--- src/rtl/rtc_pkg.sv ---
// rtc_pkg: shared widths, limits, alarm state encoding and time helpers for
// the rtc_ctrl block.
// Optional feature macro: RTC_CTRL_SNOOZE_EN adds the SNOOZE alarm state.
package rtc_pkg;
  localparam int SEC_W = 6;
  localparam int MIN_W = 6;
  localparam int HR_W  = 5;

  localparam logic [SEC_W-1:0] MAX_SEC = 6'd59;
  localparam logic [MIN_W-1:0] MAX_MIN = 6'd59;
  localparam logic [HR_W-1:0]  MAX_HR  = 5'd23;

`ifdef RTC_CTRL_SNOOZE_EN
  typedef enum logic [1:0] {ALM_OFF, ALM_ARMED, ALM_RING, ALM_SNOOZE} alm_state_t;
`else
  typedef enum logic [1:0] {ALM_OFF, ALM_ARMED, ALM_RING} alm_state_t;
`endif

  typedef struct packed {
    logic [HR_W-1:0]  hh;
    logic [MIN_W-1:0] mm;
    logic [SEC_W-1:0] ss;
  } rtc_time_t;

  localparam rtc_time_t DAY_END = '{hh: MAX_HR, mm: MAX_MIN, ss: MAX_SEC};

  function automatic logic time_ok(input rtc_time_t t);
    return (t.hh <= MAX_HR) && (t.mm <= MAX_MIN) && (t.ss <= MAX_SEC);
  endfunction

  // One-second advance with carries; 23:59:59 rolls to 00:00:00.
  function automatic rtc_time_t time_inc(input rtc_time_t t);
    rtc_time_t r;
    r = t;
    if (t.ss == MAX_SEC) begin
      r.ss = '0;
      if (t.mm == MAX_MIN) begin
        r.mm = '0;
        r.hh = (t.hh == MAX_HR) ? '0 : t.hh + 5'd1;
      end else begin
        r.mm = t.mm + 6'd1;
      end
    end else begin
      r.ss = t.ss + 6'd1;
    end
    return r;
  endfunction
endpackage

--- src/rtl/rtc_time_core.sv ---
// rtc_time_core: hh:mm:ss counter chain with a load port.
// Ports: clk, reset_n (async low); tick advances one second; load/load_time
// overrides the count (load has priority); cur is the registered time, nxt
// is cur advanced by one second (lets the caller look ahead for alarm
// matches); day_wrap pulses on the 23:59:59 -> 00:00:00 step.
module rtc_time_core
  import rtc_pkg::*;
(
  input  logic      clk,
  input  logic      reset_n,
  input  logic      tick,
  input  logic      load,
  input  rtc_time_t load_time,
  output rtc_time_t cur,
  output rtc_time_t nxt,
  output logic      day_wrap
);
  assign nxt = time_inc(cur);

  always_ff @(posedge clk or negedge reset_n) begin
    if (!reset_n) begin
      cur      <= '0;
      day_wrap <= 1'b0;
    end else begin
      day_wrap <= 1'b0;
      if (load) begin
        cur <= load_time;
      end else if (tick) begin
        cur      <= nxt;
        day_wrap <= (cur == DAY_END);
      end
    end
  end
endmodule

--- src/rtl/rtc_ctrl.sv ---
// rtc_ctrl: timekeeping controller. Runs the time counter from a 1 Hz tick,
// accepts range-checked time-set requests over a valid/ready handshake,
// holds an hh:mm alarm and runs the alarm FSM (OFF/ARMED/RING[/SNOOZE]).
// Ports: clk, reset_n (async low); tick; set_valid/set_hh/set_mm/set_ss,
// set_ready, set_err; alm_valid/alm_hh/alm_mm; alarm_en, alarm_ack,
// snooze (RTC_CTRL_SNOOZE_EN only); seconds/minutes/hours, alarm_ring,
// day_wrap. All outputs are registered.
// Optional feature macro: RTC_CTRL_SNOOZE_EN.
module rtc_ctrl
  import rtc_pkg::*;
#(
  parameter int RING_SECONDS   = 30,
  parameter int SNOOZE_MINUTES = 5
) (
  input  logic             clk,
  input  logic             reset_n,
  input  logic             tick,
  input  logic             set_valid,
  input  logic [HR_W-1:0]  set_hh,
  input  logic [MIN_W-1:0] set_mm,
  input  logic [SEC_W-1:0] set_ss,
  output logic             set_ready,
  output logic             set_err,
  input  logic             alm_valid,
  input  logic [HR_W-1:0]  alm_hh,
  input  logic [MIN_W-1:0] alm_mm,
  input  logic             alarm_en,
  input  logic             alarm_ack,
`ifdef RTC_CTRL_SNOOZE_EN
  input  logic             snooze,
`endif
  output logic [SEC_W-1:0] seconds,
  output logic [MIN_W-1:0] minutes,
  output logic [HR_W-1:0]  hours,
  output logic             alarm_ring,
  output logic             day_wrap
);
  if (RING_SECONDS < 1 || RING_SECONDS > 255) begin : g_bad_ring
    $error("RING_SECONDS out of range");
  end
  if (SNOOZE_MINUTES < 1 || SNOOZE_MINUTES > 59) begin : g_bad_snz
    $error("SNOOZE_MINUTES out of range");
  end

  localparam logic [7:0] RING_LAST = 8'(RING_SECONDS - 1);

  rtc_time_t  cur, nxt, set_t, alm_t, alm_q;
  alm_state_t state;
  logic [7:0] ring_cnt;
  logic       set_xfer, set_ok, alm_ok, tick_run, alm_hit, ring_done;

  assign set_t    = '{hh: set_hh, mm: set_mm, ss: set_ss};
  assign alm_t    = '{hh: alm_hh, mm: alm_mm, ss: '0};
  assign set_xfer = set_valid & set_ready;
  assign set_ok   = time_ok(set_t);
  assign alm_ok   = alm_valid & time_ok(alm_t);
  // Any transfer, valid or not, swallows a coincident tick.
  assign tick_run = tick & ~set_xfer;
  // Only a counted tick can reach the alarm time; a load never triggers it.
  assign alm_hit  = tick_run && (nxt == alm_q);
  assign ring_done = tick_run && (ring_cnt == RING_LAST);

  rtc_time_core u_core (
    .clk      (clk),
    .reset_n  (reset_n),
    .tick     (tick_run),
    .load     (set_xfer & set_ok),
    .load_time(set_t),
    .cur      (cur),
    .nxt      (nxt),
    .day_wrap (day_wrap)
  );

  assign seconds = cur.ss;
  assign minutes = cur.mm;
  assign hours   = cur.hh;

  always_ff @(posedge clk or negedge reset_n) begin
    if (!reset_n) begin
      set_ready <= 1'b1;
      set_err   <= 1'b0;
      alm_q     <= '0;
    end else begin
      set_ready <= ~set_xfer;
      set_err   <= (set_xfer & ~set_ok) | (alm_valid & ~alm_ok);
      if (alm_ok) alm_q <= alm_t;
    end
  end

`ifdef RTC_CTRL_SNOOZE_EN
  localparam logic [11:0] SNZ_LAST = 12'(SNOOZE_MINUTES * 60 - 1);
  logic [11:0] snz_cnt;
`endif

  always_ff @(posedge clk or negedge reset_n) begin
    if (!reset_n) begin
      state      <= ALM_OFF;
      alarm_ring <= 1'b0;
      ring_cnt   <= '0;
`ifdef RTC_CTRL_SNOOZE_EN
      snz_cnt    <= '0;
`endif
    end else if (!alarm_en) begin
      state      <= ALM_OFF;
      alarm_ring <= 1'b0;
    end else begin
      case (state)
        ALM_OFF: state <= ALM_ARMED;
        ALM_ARMED: if (alm_hit) begin
          state      <= ALM_RING;
          alarm_ring <= 1'b1;
          ring_cnt   <= '0;
        end
        ALM_RING: begin
          if (alarm_ack || alm_ok || ring_done) begin
            state      <= ALM_ARMED;
            alarm_ring <= 1'b0;
`ifdef RTC_CTRL_SNOOZE_EN
          end else if (snooze) begin
            state      <= ALM_SNOOZE;
            alarm_ring <= 1'b0;
            snz_cnt    <= '0;
`endif
          end else if (tick_run) begin
            ring_cnt <= ring_cnt + 8'd1;
          end
        end
`ifdef RTC_CTRL_SNOOZE_EN
        ALM_SNOOZE: begin
          if (alarm_ack) begin
            state <= ALM_ARMED;
          end else if (tick_run) begin
            if (snz_cnt == SNZ_LAST) begin
              state      <= ALM_RING;
              alarm_ring <= 1'b1;
              ring_cnt   <= '0;
            end else begin
              snz_cnt <= snz_cnt + 12'd1;
            end
          end
        end
`endif
        default: begin
          state      <= ALM_OFF;
          alarm_ring <= 1'b0;
        end
      endcase
    end
  end
endmodule

--- config.mk ---
export PLATFORM = sky130hd
export DESIGN_NAME = rtc_ctrl
export DESIGN_NICKNAME = d
export VERILOG_FILES = /design/src/rtl/rtc_pkg.sv /design/src/rtl/rtc_time_core.sv /design/src/rtl/rtc_ctrl.sv
export SDC_FILE = /design/constraint.sdc
export NUM_CORES = 1
export LEC_CHECK = 0
export ABC_AREA = 0
export CORE_ASPECT_RATIO = 0.9
export CORE_MARGIN = 1
export CORE_UTILIZATION = 49
export DETAILED_ROUTE_END_ITERATION = 7
export HOLD_SLACK_MARGIN = 0.05
export PLACE_DENSITY = 0.77
export SLEW_MARGIN = 20
export SYNTH_ARGS = -nofsm -noshare
export SYNTH_HDL_FRONTEND = slang
export SYNTH_SLANG_ARGS = --single-unit
export TNS_END_PERCENT = 100
--- constraint.sdc ---
create_clock -name clk -period 3.4 [get_ports clk]
set_clock_uncertainty 0.15 [all_clocks]
set_input_delay 0.68 -clock clk [delete_from_list [all_inputs] [get_ports clk]]
set_output_delay 0.68 -clock clk [all_outputs]
set_load 0.02 [all_outputs]
---- Yosys cells after proc, flatten, opt, wreduce, memory -nomap -nowiden ----
Cells that the tools add are included.
storage, ports and cells
  register bits after elaboration ......... 42
  input port bits ......................... 35
  output and inout bits ................... 21
  word-level logic and storage cells ...... 78
cells by class
  add/sub/neg operators ................... 4
  $lt $le $gt $ge ......................... 5
  equality and inequality tests ........... 14
  muxes and demuxes ....................... 21
  bitwise gates (word level) .............. 10
  reduce and logical (&&, ||, !) cells .... 13
operators by type and width
  cell                  count
  $mux 17               2
  $mux 8                3
  $le 6x6->1 const B    3
  $eq 17x17->1          1
  $eq 17x17->1 const B  1
  $pmux 8 s2            1
  $add 6x1->6 const B   2
  $eq 6x6->1 const B    2
  $mux 6                2
  $mux 11               1
  $le 5x5->1 const B    2
  $mux 5                2
  $add 8x1->8 const B   1
  $eq 8x5->1 const B    1
  $ne 2x2->1 const B    4
  $and 1x1->1           6
  $mux 2                3
  $ne 3x3->1 const B    2
  $pmux 2 s3            1
  $add 5x1->5 const B   1
  $eq 5x5->1 const B    1
  $logic_and 1x1->1     5
  $mux 1                5
  $reduce_and 5->1      1
  other kinds (10)      14

---- Logic depth before layout (Yosys ltp) ----
  depth in word-level cells ............... 9
  depth in mapped cells ................... 9
  depth with buffers taken out ............ 9

---- Hierarchy ----
From an unflattened synthesis, not the netlist that was laid out.
unflattened totals
  cells, all modules ...................... 303
  area total of the unflattened synthesis .. 2,786.4 µm²
by module, submodules not included
  module         instances  cells an instance  area an instance (µm²)  sequential area each (µm²)
  rtc_time_core  1          171                1,433.9                 450.4
  rtc_ctrl       1          132                1,352.5                 601.8

---- Least setup slack after synthesis ----
No wires, ideal clock.
  kind .................................... flip-flop to flip-flop
  from .................................... register, netlist name u_core.cur[0]
  to ...................................... register ring_cnt[7]
  setup time .............................. 0.135 ns
  arrival time ............................ 2.600 ns
  required time ........................... 3.115 ns
  setup slack ............................. 0.515 ns
  stages on the path, launching flop included .. 10
  buffers on the path ..................... 0
  clock period less this slack ............ 2.885 ns
  path through ............................ dfrtp_1 -> ha_1 -> nand2_1 -> or4_1 -> and4_1 -> nor4_2 -> nand4_1 -> nor4_4 -> a31o_4 -> o211ai_1
between the ends
  word-level cells in the longest chain between the ends .. 6
  elaborated cells between the ends (all ways) .. 8
  those cells by class .................... add/sub (1); eq/ne (3); mux (2); reduce/logical (2)
ends and longest elaborated chain
  what                                              RTL line                      source
  $add 6x1->6 / $eq 6x6->1 (equally long branches)  rtc_pkg.sv:44, rtc_pkg.sv:35
  $mux 6 / $mux 11 (equally long branches)          rtc_pkg.sv:35                 if (t.ss == MAX_SEC) begin
  $eq 17x17->1 (*)                                  rtc_ctrl.sv:60                assign alm_hit = tick_run && (nxt == alm_q);
  $logic_and 1x1->1 (*)                             rtc_ctrl.sv:60
  $ne 2x2->1 (no line) (*)                          -
  $reduce_and 5->1 (no line) (*)                    -
  end signal, assigned                              rtc_ctrl.sv:125               ring_cnt <= ring_cnt + 8'd1;
  end, declared                                     rtc_ctrl.sv:49                logic [7:0] ring_cnt;
Every way passes the cells marked *; elsewhere a longest branch is shown, timed or not.
A chain may end at the register's enable or synchronous reset.

---- Worst setup path in the final report ----
  from .................................... register, netlist name u_core.cur[0]
  to ...................................... register ring_cnt[7]
between the ends
  word-level cells in the longest chain between the ends .. 6
  elaborated cells between the ends (all ways) .. 8
  those cells by class .................... add/sub (1); eq/ne (3); mux (2); reduce/logical (2)
ends and longest elaborated chain
  what                                              RTL line
  $add 6x1->6 / $eq 6x6->1 (equally long branches)  rtc_pkg.sv:44, rtc_pkg.sv:35
  $mux 6 / $mux 11 (equally long branches)          rtc_pkg.sv:35
  $eq 17x17->1 (*)                                  rtc_ctrl.sv:60
  $logic_and 1x1->1 (*)                             rtc_ctrl.sv:60
  $ne 2x2->1 (no line) (*)                          -
  $reduce_and 5->1 (no line) (*)                    -
Marks and branches as above.

==> summary.md <==
| Metric | Value |
|---|---|
| Vias in the first global route | `2,415` |
| Worst-path clk slew | `0.09 ns` |
| Final TNS setup | `0 ns` |
| Hold crit path type | `input pin to async pin` |
| CTS Buffer Depth | `2` |
| Main synth FF type | `dfrtp_1` |
| Die Y | `72.6 um` |
| Post-synthesis cell type count | `57` |
| Ant. Diodes | `0` |
| Post-CTS setup buffer count | `0` |
| Starting DRC count in detailed routing | `228` |
| Register area | `0.00105 mm^2` |
| CP arrival | `3.18 ns` |
| Final non-filler cell total | `421` |
| GRT Total Usage | `0.276` |
| CTS Hold Bufs | `0` |
| Synth Cell Area | `0.00272 mm^2` |
| Outcome | `finished, final reports clean` |
| Initial antenna violation count | `0` |
| Mapped Cells | `295` |
| # DRC | `0` |
| Core Area | `0.00529 mm^2` |
| HPWL Detailed | `5650 um` |
| TritonCTS Buffers | `5` |
| Num ports | `56` |
| Clock sinks | `42` |
| Multi-input gate area | `0.00155 mm^2` |
| H-Tree Depth | `2` |
| YS warnings | `0` |
| FP Rows | `25` |
| Slew Limit Fails | `0` |
| Final WL | `7580 um` |
| Starting Density | `0.514` |
| CTS resizes | `0` |
| Total die area | `0.00584 mm^2` |
| Fin area | `0.00345 mm^2` |
| Final setup vio count | `0` |
| Post-synth EDFFs | `0` |
| CP Capture Type | `flop` |
| Hold Vio Cnt, Final | `0` |
| Final estimated routing congestion in global placement | `0.985` |
| Post-synth ARST share | `1.00` |
| Clock Latency Late Sink | `0.32 ns` |
| Critical path type | `flop to flop` |
| Post-synthesis sequential area ratio | `0.388` |
| Leakage dissipation | `1.39 nW` |
| F_max | `320 MHz` |
| Die width | `80.5 um` |
| Syn_area_per_cell | `9.20 um^2` |
| #FFs+latches synth | `42` |
| NumNets Final | `394` |
| RSZ-0062 raised after global routing | `no` |
| Worst endpoint required time | `3.45 ns` |
| Final ANT Viol Nets | `0` |
| P&R area growth vs syn | `27.1%` |
| Largest net degree at the start of global routing | `43` |
| Worst setup SP type | `flop` |
| Peak VDD IR | `0.257 mV` |
| Worst slew margin | `0.382` |
| Vias/cell | `6.26` |
| Tmin final | `3.13 ns` |
| IO buf count | `55` |
| Root buffer cell | `clkbuf_8` |
| GR Overflow Total | `0` |
| Syn nets | `336` |
| Routed via count | `2,636` |
| Max_cap viols | `0` |
| Drt pass-1 iters | `5` |
| Placed Instance Area | `0.00336 mm^2` |
| Setup WS post-layout | `0.271 ns` |
| PD cells | `463 mW/mm^2` |
| CP max FO | `8` |
| Final period util | `0.920` |
| Util after Layout | `0.653` |
| Worst-Margin Slew | `0.927 ns` |
| WL/cell | `18.0 um` |
| Pre-CTS setup slack | `0.296 ns` |
| Share of layout cells above drive strength 1 | `0.110` |
| Placed Instances | `413` |
| CTS tree | `done` |
| # fillers | `458` |
| First-pass GRT wire length | `12,100 um` |
==> worst max-delay path, stage by stage (launching register included) <==
cell and delay (ns):
dfrtp_1 0.43, ha_1 0.37, nand2_1 0.15, or4_1 0.57, and4_1 0.24, nor4_2 0.16, nand4_1 0.18, nor4_4 0.40
a31o_4 0.26, o211ai_1 0.09
==> final timing paths <==
kind / startpoint / end / slack [ns] / depth (start not counted)
worst max-delay path: u_core.cur[0]$_DFFE_PN0P_ / ring_cnt[7]$_DFFE_PN0P_ / 0.27 / 9
worst min-delay path: reset_n / u_core.cur[3]$_DFFE_PN0P_ / 0.34 / 1
worst max register to register: u_core.cur[0]$_DFFE_PN0P_ / ring_cnt[7]$_DFFE_PN0P_ / 0.27 / 9
worst min register to register: set_ready$_DFF_PN1_ / set_ready$_DFF_PN1_ / 0.37 / 1
max in group asynchronous: reset_n / alm_q[12]$_DFFE_PN0P_ / 2.17 / 1
min in group clk: set_ready$_DFF_PN1_ / set_ready$_DFF_PN1_ / 0.37 / 1
==> cells in the final DEF (no fill, tap or decap), types with 5 or more instances in the layout <==
master	n
clkdlybuf4s50_1	54
dfrtp_1	41
nand2_1	33
inv_1	16
o21ai_0	14
nor2_1	12
nor3_1	12
mux2_2	11
a21oi_1	10
a31oi_1	9
buf_4	9
nand4_1	8
nand3_1	8
a221o_1	8
xnor2_1	7
o21ai_1	7
a22oi_1	6
ha_1	6
clkbuf_8	6
and3_1	5
nor2b_1	5
mux2i_1	5
o211ai_1	5
==> synthesized netlist by cell type (all sizes together) (2+ instances only) <==
cell type | n | area [um^2]
ha | 6 | 75.1
mux2i | 5 | 50.1
nand4 | 8 | 50.1
a31oi | 9 | 56.3
o221a | 2 | 22.5
inv | 16 | 60.1
nand2 | 33 | 124
and3 | 5 | 31.3
mux2 | 11 | 124
nor3 | 13 | 76.3
nor4 | 6 | 58.8
or4 | 4 | 30.0
nor2 | 12 | 45.0
o2111ai | 3 | 26.3
xor2 | 3 | 26.3
o21ai | 21 | 105
o211ai | 5 | 37.5
nor2b | 5 | 31.3
xnor2 | 7 | 61.3
o311ai | 3 | 26.3
nand4b | 2 | 32.5
a221o | 8 | 80.1
a21oi | 10 | 50.1
nor3b | 2 | 15.0
nand3b | 3 | 22.5
and2 | 3 | 18.8
or3 | 3 | 18.8
nand3 | 9 | 50.1
a22oi | 6 | 45.0
dfrtp | 41 | 1030
clkbuf | 7 | 26.3
buf | 6 | 28.8
==> state kept, by name, summed over array words and instances, names as in the netlist <==
name / count
u_core.cur: 17
alm_q: 11
ring_cnt: 8
state: 2
alarm_ring: 1
set_err: 1
set_ready: 1
u_core.day_wrap: 1
==> report_power, final <==
group	internal [mW]	switching, mW	leakage (nW)
sequential	0.565	0.129	0.489
clock	0.163	0.193	0.0472
combinational	0.273	0.276	0.856
==> through the flow <==
| stage | hold slack [ns] | total power, mW |
|---|---|---|
| 2_1_floorplan | 0.234 | 1.00 |
| 3_3_place_gp | 0.337 | 1.23 |
| 6_report | 0.340 | 1.60 |
| 3_5_place_dp | 0.353 | 1.24 |
| 5_1_grt | 0.399 | 1.68 |
| 4_1_cts | 0.369 | 1.60 |
==> area by class of cell <==
| class | count | share of cell area |
|---|---|---|
| Multi-Input combinational cell | 224 | 0.448 |
| Sequential cell | 42 | 0.305 |
| Timing Repair Buffer | 64 | 0.178 |
| Tap cell | 67 | 0.0243 |
| Clock buffer | 6 | 0.0239 |
| Inverter | 16 | 0.0174 |
| Clock inverter | 2 | 0.00362 |
==> metal layers <==
metal / track usage / part of all wire / wire (um) / vias up
met1: 0.371 / 0.45 / 3390 / 1275
met2: 0.421 / 0.46 / 3460 / 101
li1: - / - / - / 1239
met5: 0 / 0 / 0 / -
met4: 0.143 / 0.030 / 228 / 0
met3: 0.0575 / 0.066 / 501 / 21
==> kinds of logic (layout without fill, tap and decap cells) <==
kind of cell    after synthesis  after routing  share of synthesized area
simple gates                112            112                      0.235
compound gates               80             80                      0.211
buf+inv                      29             88                     0.0424
flops                        42             42                      0.388
xor+xnor                     10             10                     0.0323
mux                          16             16                     0.0641
fa+ha+maj                     6              6                     0.0276
Power figures use the tool's default switching activity.
